--- config.mk ---
export PLATFORM = sky130hd
export DESIGN_NAME = piso_serializer
export DESIGN_NICKNAME = d
export VERILOG_FILES = /design/src/rtl/serial_pkg.sv /design/src/rtl/piso_bit_counter.sv /design/src/rtl/piso_serializer.sv
export SDC_FILE = /design/constraint.sdc
export NUM_CORES = 1
export LEC_CHECK = 0
export CORE_MARGIN = 1.5
export CORE_UTILIZATION = 47
export DETAILED_ROUTE_END_ITERATION = 8
export GPL_ROUTABILITY_DRIVEN = 0
export PLACE_DENSITY = 0.74
export SYNTH_ARGS = -nofsm -noshare
export SYNTH_HDL_FRONTEND = slang
export SYNTH_HIERARCHICAL = 1
export SYNTH_SLANG_ARGS = --single-unit
--- constraint.sdc ---
create_clock -name clk -period 2.7 [get_ports clk]
set_input_delay 0.405 -clock clk [delete_from_list [all_inputs] [get_ports clk]]
set_output_delay 0.405 -clock clk [all_outputs]
set_load 0.005 [all_outputs]
--- src/rtl/serial_pkg.sv ---
// -----------------------------------------------------------------------------
// serial_pkg
//   Shared definitions for the serial link: FSM state encodings and the
//   bit-counter width helper. Both the serializer and the downstream
//   deserializer import this package.
// -----------------------------------------------------------------------------
package serial_pkg;

  // PARITY is only reached when the parity bit is enabled in the build.
  typedef enum logic [1:0] {
    ST_IDLE   = 2'd0,
    ST_SHIFT  = 2'd1,
    ST_PARITY = 2'd2
  } serial_state_t;

  // The counter must be able to hold WIDTH, so it needs clog2(WIDTH+1) bits.
  function automatic int cnt_width(input int width);
    return $clog2(width + 1);
  endfunction

endpackage

--- src/rtl/piso_bit_counter.sv ---
// -----------------------------------------------------------------------------
// piso_bit_counter
//   Loadable down-counter with a zero flag. It tracks how many bits of the
//   current word remain after the one being sent.
//
// Ports
//   clk          in   clock, rising edge
//   rst          in   asynchronous, active-low reset (counter clears to 0)
//   i_load       in   load i_load_val (takes priority over i_dec)
//   i_load_val   in   value to load
//   i_dec        in   decrement by one (saturates at zero)
//   o_zero       out  counter is zero this cycle
//   o_zero_next  out  counter will be zero after the coming clock edge
// -----------------------------------------------------------------------------
module piso_bit_counter
  import serial_pkg::*;
#(
  parameter int CNT_W = 3
) (
  input  logic             clk,
  input  logic             rst,
  input  logic             i_load,
  input  logic [CNT_W-1:0] i_load_val,
  input  logic             i_dec,
  output logic             o_zero,
  output logic             o_zero_next
);

  logic [CNT_W-1:0] r_cnt;

  always_ff @(posedge clk or negedge rst) begin
    if (!rst) begin
      r_cnt <= '0;
    end else if (i_load) begin
      r_cnt <= i_load_val;
    end else if (i_dec && (r_cnt != '0)) begin
      r_cnt <= r_cnt - CNT_W'(1);
    end
  end

  assign o_zero = (r_cnt == '0);

  // Look-ahead flag lets the parent register its last-bit outputs so that
  // they line up with the bit they describe.
  assign o_zero_next = i_load ? (i_load_val == '0)
                     : i_dec  ? (r_cnt <= CNT_W'(1))
                     :          o_zero;

endmodule

--- src/rtl/piso_serializer.sv ---
// -----------------------------------------------------------------------------
// piso_serializer
//   Parallel-in / serial-out loader feeding the s_in input of a SISO shift
//   register. One WIDTH-bit word is accepted per valid/ready handshake and
//   sent one bit per clock on s_out. Back-to-back words stream without gaps:
//   p_ready is raised during the final bit so the next word can be taken on
//   the same edge that retires the current one.
//
// Parameters
//   WIDTH       data bits per word (>= 1)
//   MSB_FIRST   1: bit WIDTH-1 sent first, 0: bit 0 sent first
//   IDLE_LEVEL  s_out level while no word is being sent
//
// Build option
//   PISO_PARITY_EN  when defined, an even-parity bit (XOR of the word) is sent
//                   after the data bits; done/p_ready move to that cycle.
//
// Ports
//   clk      in   clock, rising edge
//   rst      in   asynchronous, active-low reset
//   p_data   in   parallel word, captured on handshake
//   p_valid  in   p_data is valid
//   p_ready  out  a word can be accepted this cycle
//   s_out    out  serial bit stream
//   s_valid  out  s_out carries a data (or parity) bit
//   busy     out  a word is in flight
//   done     out  pulse during the final serial bit of a word
//
// All outputs are registered; they are computed from the next-state values.
// -----------------------------------------------------------------------------
module piso_serializer
  import serial_pkg::*;
#(
  parameter int WIDTH      = 4,
  parameter bit MSB_FIRST  = 1'b1,
  parameter bit IDLE_LEVEL = 1'b0
) (
  input  logic             clk,
  input  logic             rst,
  input  logic [WIDTH-1:0] p_data,
  input  logic             p_valid,
  output logic             p_ready,
  output logic             s_out,
  output logic             s_valid,
  output logic             busy,
  output logic             done
);

  localparam int CNT_W = cnt_width(WIDTH);

  serial_state_t    r_state;
  serial_state_t    w_state_next;
  logic [WIDTH-1:0] r_shreg;
  logic [WIDTH-1:0] w_shreg_next;

  logic r_s_out, r_s_valid, r_busy, r_done, r_p_ready;
  logic w_s_out_next, w_s_valid_next, w_busy_next, w_done_next, w_p_ready_next;

  logic w_accept;
  logic w_cnt_load;
  logic w_cnt_dec;
  logic w_cnt_zero;
  logic w_cnt_zero_next;

`ifdef PISO_PARITY_EN
  logic r_parity;
  logic w_parity_next;
`endif

  // r_p_ready is only high in IDLE or in the final cycle of a word, so an
  // accept can be handled uniformly regardless of the current state.
  assign w_accept = p_valid && r_p_ready;

  piso_bit_counter #(
    .CNT_W(CNT_W)
  ) u_bit_counter (
    .clk        (clk),
    .rst        (rst),
    .i_load     (w_cnt_load),
    .i_load_val (CNT_W'(WIDTH - 1)),
    .i_dec      (w_cnt_dec),
    .o_zero     (w_cnt_zero),
    .o_zero_next(w_cnt_zero_next)
  );

  // Next-state logic.
  always_comb begin
    w_state_next = r_state;
    w_shreg_next = r_shreg;
    w_cnt_load   = 1'b0;
    w_cnt_dec    = 1'b0;
`ifdef PISO_PARITY_EN
    w_parity_next = r_parity;
`endif
    if (w_accept) begin
      w_state_next = ST_SHIFT;
      w_shreg_next = p_data;
      w_cnt_load   = 1'b1;
`ifdef PISO_PARITY_EN
      w_parity_next = ^p_data;
`endif
    end else begin
      case (r_state)
        ST_SHIFT: begin
          if (!w_cnt_zero) begin
            // Keep the bit to send next at the output end of the register.
            w_shreg_next = MSB_FIRST ? (r_shreg << 1) : (r_shreg >> 1);
            w_cnt_dec    = 1'b1;
          end else begin
`ifdef PISO_PARITY_EN
            w_state_next = ST_PARITY;
`else
            w_state_next = ST_IDLE;
`endif
          end
        end
        default: w_state_next = ST_IDLE;
      endcase
    end
  end

  // Output values for the cycle that follows the coming edge.
  always_comb begin
    w_s_out_next   = IDLE_LEVEL;
    w_s_valid_next = 1'b0;
    w_busy_next    = 1'b0;
    w_done_next    = 1'b0;
    w_p_ready_next = 1'b1;
    case (w_state_next)
      ST_SHIFT: begin
        w_s_out_next   = MSB_FIRST ? w_shreg_next[WIDTH-1] : w_shreg_next[0];
        w_s_valid_next = 1'b1;
        w_busy_next    = 1'b1;
`ifdef PISO_PARITY_EN
        // The last data bit is followed by the parity bit, which owns done.
        w_done_next    = 1'b0;
        w_p_ready_next = 1'b0;
`else
        w_done_next    = w_cnt_zero_next;
        w_p_ready_next = w_cnt_zero_next;
`endif
      end
`ifdef PISO_PARITY_EN
      ST_PARITY: begin
        w_s_out_next   = w_parity_next;
        w_s_valid_next = 1'b1;
        w_busy_next    = 1'b1;
        w_done_next    = 1'b1;
        w_p_ready_next = 1'b1;
      end
`endif
      default: ;
    endcase
  end

  always_ff @(posedge clk or negedge rst) begin
    if (!rst) begin
      r_state   <= ST_IDLE;
      r_shreg   <= '0;
      r_s_out   <= IDLE_LEVEL;
      r_s_valid <= 1'b0;
      r_busy    <= 1'b0;
      r_done    <= 1'b0;
      r_p_ready <= 1'b0;
`ifdef PISO_PARITY_EN
      r_parity  <= 1'b0;
`endif
    end else begin
      r_state   <= w_state_next;
      r_shreg   <= w_shreg_next;
      r_s_out   <= w_s_out_next;
      r_s_valid <= w_s_valid_next;
      r_busy    <= w_busy_next;
      r_done    <= w_done_next;
      r_p_ready <= w_p_ready_next;
`ifdef PISO_PARITY_EN
      r_parity  <= w_parity_next;
`endif
    end
  end

  assign s_out   = r_s_out;
  assign s_valid = r_s_valid;
  assign busy    = r_busy;
  assign done    = r_done;
  assign p_ready = r_p_ready;

endmodule

Yosys cells after proc, flatten, opt, wreduce, memory -nomap -nowiden
Cells that the tools add are included.
- magnitude comparators: 1
- equal/unequal tests: 3
- mux-type cells: 18
- add/subtract/negate cells: 1
- reduce and logical (&&, ||, !) cells: 7
- operators by type and width (cell ; number):
    4-bit 2-to-1 mux ; 3
    1-bit 2-to-1 mux ; 10
    2-bit 2-to-1 mux ; 3
    3-bit 2-to-1 mux ; 2
    2-bit by 1-bit equality test with 1-bit output (second input constant) ; 2
    2-bit nonzero test ; 2
    3-bit by 1-bit less-or-equal comparator with 1-bit output (second input constant) ; 1
    3-bit zero test ; 1
    3-bit nonzero test ; 1
    3-bit by 1-bit subtractor with 3-bit output (second input constant) ; 1
    1-bit logical AND ; 2
    2-bit != test (second input constant) ; 1
    2-bit AND reduction ; 1
- output and inout port bits: 5
- input port bits: 7
- word-level logic and storage cells: 38
- register bits: 13

Depth between registers and ports, before layout
- depth after elaboration: 7
- mapped depth: 11
- gate-level depth less buffers: 10

Hierarchy
The synthesis kept the hierarchy.
- by module, submodules not included (module ; times used ; cells an instance ; seq. area each (sq um) ; area each (sq um)):
    piso_serializer ; 1 ; 36 ; 225.2 ; 366.6
    piso_bit_counter ; 1 ; 29 ; 75.1 ; 242.7

Worst setup path after synthesis
No wires, ideal clock.
- path type: reg2reg
- start: register u_bit_counter.r_cnt[0]
- end: register u_bit_counter.r_cnt[0]
- clock period less this slack: 2.219 ns
- setup time: 0.069 ns
- data required time: 2.631 ns
- data arrival time: 2.150 ns
- cell stages (with the launch flop): 11
- slack: 0.481 ns
- buffers on the path: 1
- path through: dfrtp_1 inv_1 ha_1 nand2b_1 inv_1 or3b_1 buf_6 nor2_1 inv_1 or4_1 nand3_1
- word-level cells in the longest chain between the ends: 6
- elaborated cells on any way between the ends: 10
- those cells by class: add/sub (1); mux (5); reduce/logical (4)
- ends and longest elaborated chain (item ; RTL line ; text):
    from (decl) ; piso_bit_counter.sv:29 ; logic [CNT_W-1:0] r_cnt;
    from (signal assigned) ; piso_bit_counter.sv:35 ; r_cnt <= i_load_val;
    from (signal assigned) ; piso_bit_counter.sv:37 ; r_cnt <= r_cnt - CNT_W'(1);
    3-bit zero test ; piso_bit_counter.sv:41 ; assign o_zero = (r_cnt == '0);
    net w_cnt_zero ; piso_serializer.sv:62 ; logic w_cnt_zero;
    1-bit 2-to-1 mux ; piso_serializer.sv:105 ; if (!w_cnt_zero) begin
    1-bit 2-to-1 mux ; piso_serializer.sv:103 ; case (r_state)
    1-bit 2-to-1 mux ; piso_serializer.sv:95 ; if (w_accept) begin
    net w_cnt_dec ; piso_serializer.sv:61 ; logic w_cnt_dec;
    1-bit logical AND ; piso_bit_counter.sv:36 ; end else if (i_dec && (r_cnt != '0)) begin
    2-bit nonzero test (no line) ; - ;
The timed path passes the listed nets, and every way through them passes these cells. The select of a mux whose other input is x is not followed.
A chain may end at the register's enable or synchronous reset.

Worst setup path after layout
Same ends and word-level chain as after synthesis.

==> impl_results.rst <==
.. list-table::
   :header-rows: 1

   * - Metric
     - Value
   * - Cts bufs inserted
     - 3
   * - Flop2flop setup slack
     - 0.35 ns
   * - Initial antenna violation count
     - 0
   * - Simple-Gate Fraction of Synth Area
     - 22.6%
   * - Worst-case clock buffer depth
     - 2
   * - Worst Reg2Reg Path Length in Cells
     - 9
   * - Final Routed Wirelength
     - 1070 µm
   * - Row count
     - 12
   * - Vertical die dimension
     - 39.0 µm
   * - Number of instances in the placed design
     - 94
   * - Post-layout nets
     - 95
   * - Count of pins on the block boundary
     - 12
   * - Die Footprint
     - between 1500 and 2000 µm²
   * - Sw power
     - 0.262 mW
   * - Count of cells resized by post-cts repair
     - 0
   * - Compound-gate portion of the synthesized area
     - ~12%
   * - Upper clock frequency limit
     - roughly 0.43 GHz
   * - Crit-path slowest cell
     - or4_1
   * - Number of inserted diodes
     - 0
   * - Top cell family by delay on the critical path
     - simple AND/OR/NAND/NOR gates
   * - Combinational fraction of design power
     - a little over two fifths
   * - Delay of the slowest cell on the worst path
     - ~0.47 ns
   * - Internal portion of total power
     - between 0.4 and 0.5 mW
   * - Clock share of power
     - a little under a fifth
   * - Required time at the worst-slack endpoint
     - ~2.9 ns
   * - Maximum level of the CTS H-tree
     - 1
   * - Setup Crit Path Kind
     - flip-flop to flip-flop
   * - Power per standard cell area
     - 966 nW/µm²
   * - CTS sink cnt
     - 12
   * - Classification of the worst-slack hold path
     - input pin to async pin
   * - Cell occurring most often along the worst timing path
     - inv_1
   * - GRT overflow
     - 0
   * - WL/cell
     - approximately 11 µm
   * - Fraction of power consumed by sequential logic
     - about two fifths
   * - EDFF count, synth
     - 0
   * - Worst flop-to-flop path endpoint
     - u_bit_counter/r_cnt[0]
   * - Final core utilization
     - between 60% and 70%
   * - Synth-to-Final Area Change
     - 28.5%
   * - Sw Ratio
     - about a third
   * - Main synth FF type
     - dfrtp_1
   * - Starting density of the core
     - 52.7%
   * - Max-capacitance violation count
     - 0
   * - Arrival time at the worst endpoint
     - approximately 2.5 ns
   * - Mean number of vias per cell
     - about 5
   * - First drt pass iteration count
     - 3
   * - ANT nets after route
     - 0
   * - Remaining max-slew budget at the tightest pin
     - about 65%
   * - Wire length of the first global-routing pass
     - 1790 µm
   * - Non-filler instance count after layout
     - 98
   * - Routed vias
     - 497
   * - Final count of pins violating max slew
     - 0
   * - Critical path buffers and inverters
     - 3
   * - Die outline width
     - about 40 µm
   * - 1st-iter DRT viols
     - 6
   * - Fin crit period
     - ~2.3 ns
   * - Clock tree from TritonCTS
     - yes
   * - Series of cell instances along the critical path
     - inv_1, ha_1, nand2b_1, inv_1, or3b_1, nor2_1, inv_1, or4_1, nand3_1
   * - Worst Path Max Fanout
     - 6
   * - Leakage power of the design
     - around 0.39 nW
   * - # port buffers
     - 11
   * - Measured slew at the worst slew-check pin
     - ~0.53 ns
   * - Number of setup violations in the final report
     - 0
   * - Detailed Place HPWL
     - just over 800 µm
   * - Final worst path period share
     - roughly 87%
   * - Global-route usage over all layers
     - between 10% and 20%
   * - Crit start category
     - flip-flop
   * - Setup repair bufs after CTS
     - 0
   * - Placeable Area
     - roughly 1200 µm²
   * - Share of the yosys chip area belonging to registers
     - 49.3%
   * - Worst setup skew after layout
     - about 0.0006 ns
   * - Average cell area after synthesis
     - 9.37 µm²
   * - Post-synthesis cell count
     - 65
   * - Launch instance of the worst register-to-register path
     - u_bit_counter/r_cnt[0]
   * - Share of cell area taken by muxes after synthesis
     - around 1.6%
   * - Via count of the first global-routing pass
     - about 420
   * - Final routed DRC violation total
     - 0
   * - CTS hold repair buffers
     - 0
   * - CTS root buf
     - clkbuf_4
   * - Source-to-sink clock delay at the later pin of the worst-skew pair
     - about 0.26 ns
   * - Netlist Area Pre-Place
     - between 600 and 700 µm²
   * - Run status
     - finished, final reports clean
   * - Number of distinct library cell variants in the gate-level netlist after synthesis
     - 24
   * - Fraction of layout cells with a size suffix above 1
     - a little under a tenth
   * - Largest family of logic cells by synthesized area
     - simple AND/OR/NAND/NOR gates
   * - RSZ-0062 raised after global routing
     - no
   * - Largest net degree at the start of global routing
     - 15
   * - Highest-count cells in the layout ignoring fill and taps
     - nand2_1 (12), dfrtp_1 (12), clkdlybuf4s50_1 (11)
   * - Power Total
     - around 0.76 mW
   * - Synthesized-area fraction occupied by adder cells
     - ~6.2%
   * - Type of destination of the critical path
     - flip-flop
   * - Hold Fails Final Rpt
     - 0
   * - Worst ir drop on vdd
     - between 0.0006 and 0.0007 V
   * - Number of synthesized register bits
     - 12
   * - Setup Total Neg Slack
     - 0 ns
   * - Share of flip-flops with an asynchronous set or reset
     - 100%
   * - Register clock-pin slew on the reported worst setup and hold paths
     - 0.07 ns
   * - Number of warnings issued by yosys
     - 6
   * - Synthesized-area fraction occupied by xor and xnor cells
     - 0%
## state kept, by name, summed over array words and instances (netlist names)
signal	flops
p_ready	1
r_state	2
r_shreg	3
busy	1
done	1
u_bit_counter/r_cnt	3
s_out	1
## layer usage
metal  global-route usage [%]  up-vias  share of wire (%)
met1                     22.5      238                 49
li1                         -      246                  -
met5                        0        -                  0
met2                     27.9       13                 45
met4                     6.90        0                  0
met3                     6.94        0                6.3
## through the flow
step                worst slack, ns  hold slack (ns)  cell area [µm²]
floorplan                     0.481            0.109              628
global placement              0.483            0.488              747
detailed placement            0.401            0.491              747
CTS                           0.352            0.500              783
global route                  0.160            0.513              783
finish                        0.354            0.486              783
## area by class of cell
type	count	area [µm²]
inverter	5	18.8
timing repair buffer	13	125
multi-input combinational	50	285
sequential	12	300
fill	94	373
clock buffer	4	36.3
tap	14	17.5
## how the worst max path moves through the flow
stage                             end  depth (start not counted)              startpoint  slack [ns]
2_1_floorplan  u_bit_counter/r_cnt[0]                         10  u_bit_counter/r_cnt[0]        0.48
3_3_place_gp   u_bit_counter/r_cnt[0]                          9  u_bit_counter/r_cnt[0]        0.48
3_5_place_dp   u_bit_counter/r_cnt[0]                          9  u_bit_counter/r_cnt[0]        0.40
4_1_cts        u_bit_counter/r_cnt[0]                          9  u_bit_counter/r_cnt[0]        0.35
5_1_grt                          done                          9  u_bit_counter/r_cnt[0]        0.16
6_report       u_bit_counter/r_cnt[0]                          9  u_bit_counter/r_cnt[0]        0.35
## kinds of logic (layout without fill, tap and decap cells)
kind of cell	after synthesis	count (layout)
buf+inv	8	22
flops	12	12
fa+ha+maj	3	3
compound gates	12	12
mux	1	1
other cells	2	7
simple gates	27	27
## cell usage after synthesis, types with 2 or more instances
cell type | instances | area, µm²
ha_1 | 3 | 37.5
o21ai_0 | 3 | 15.0
conb_1 | 2 | 7.51
dfrtp_1 | 12 | 300
inv_1 | 5 | 18.8
a21oi_1 | 5 | 25.0
nand3_1 | 2 | 10.0
nor2_1 | 5 | 18.8
nand2_1 | 12 | 45.0
nand2b_1 | 2 | 12.5
## power groups by stage
stage                     combinational [mW]  clock (mW)  sequential [mW]
after detailed placement               0.325           0            0.295
after global placement                 0.315           0            0.295
after global routing                   0.377       0.153            0.300
final                                  0.327       0.138            0.292
after CTS                              0.329       0.143            0.292
after floorplan                        0.218           0            0.290
(Power assumes the default switching activity.)
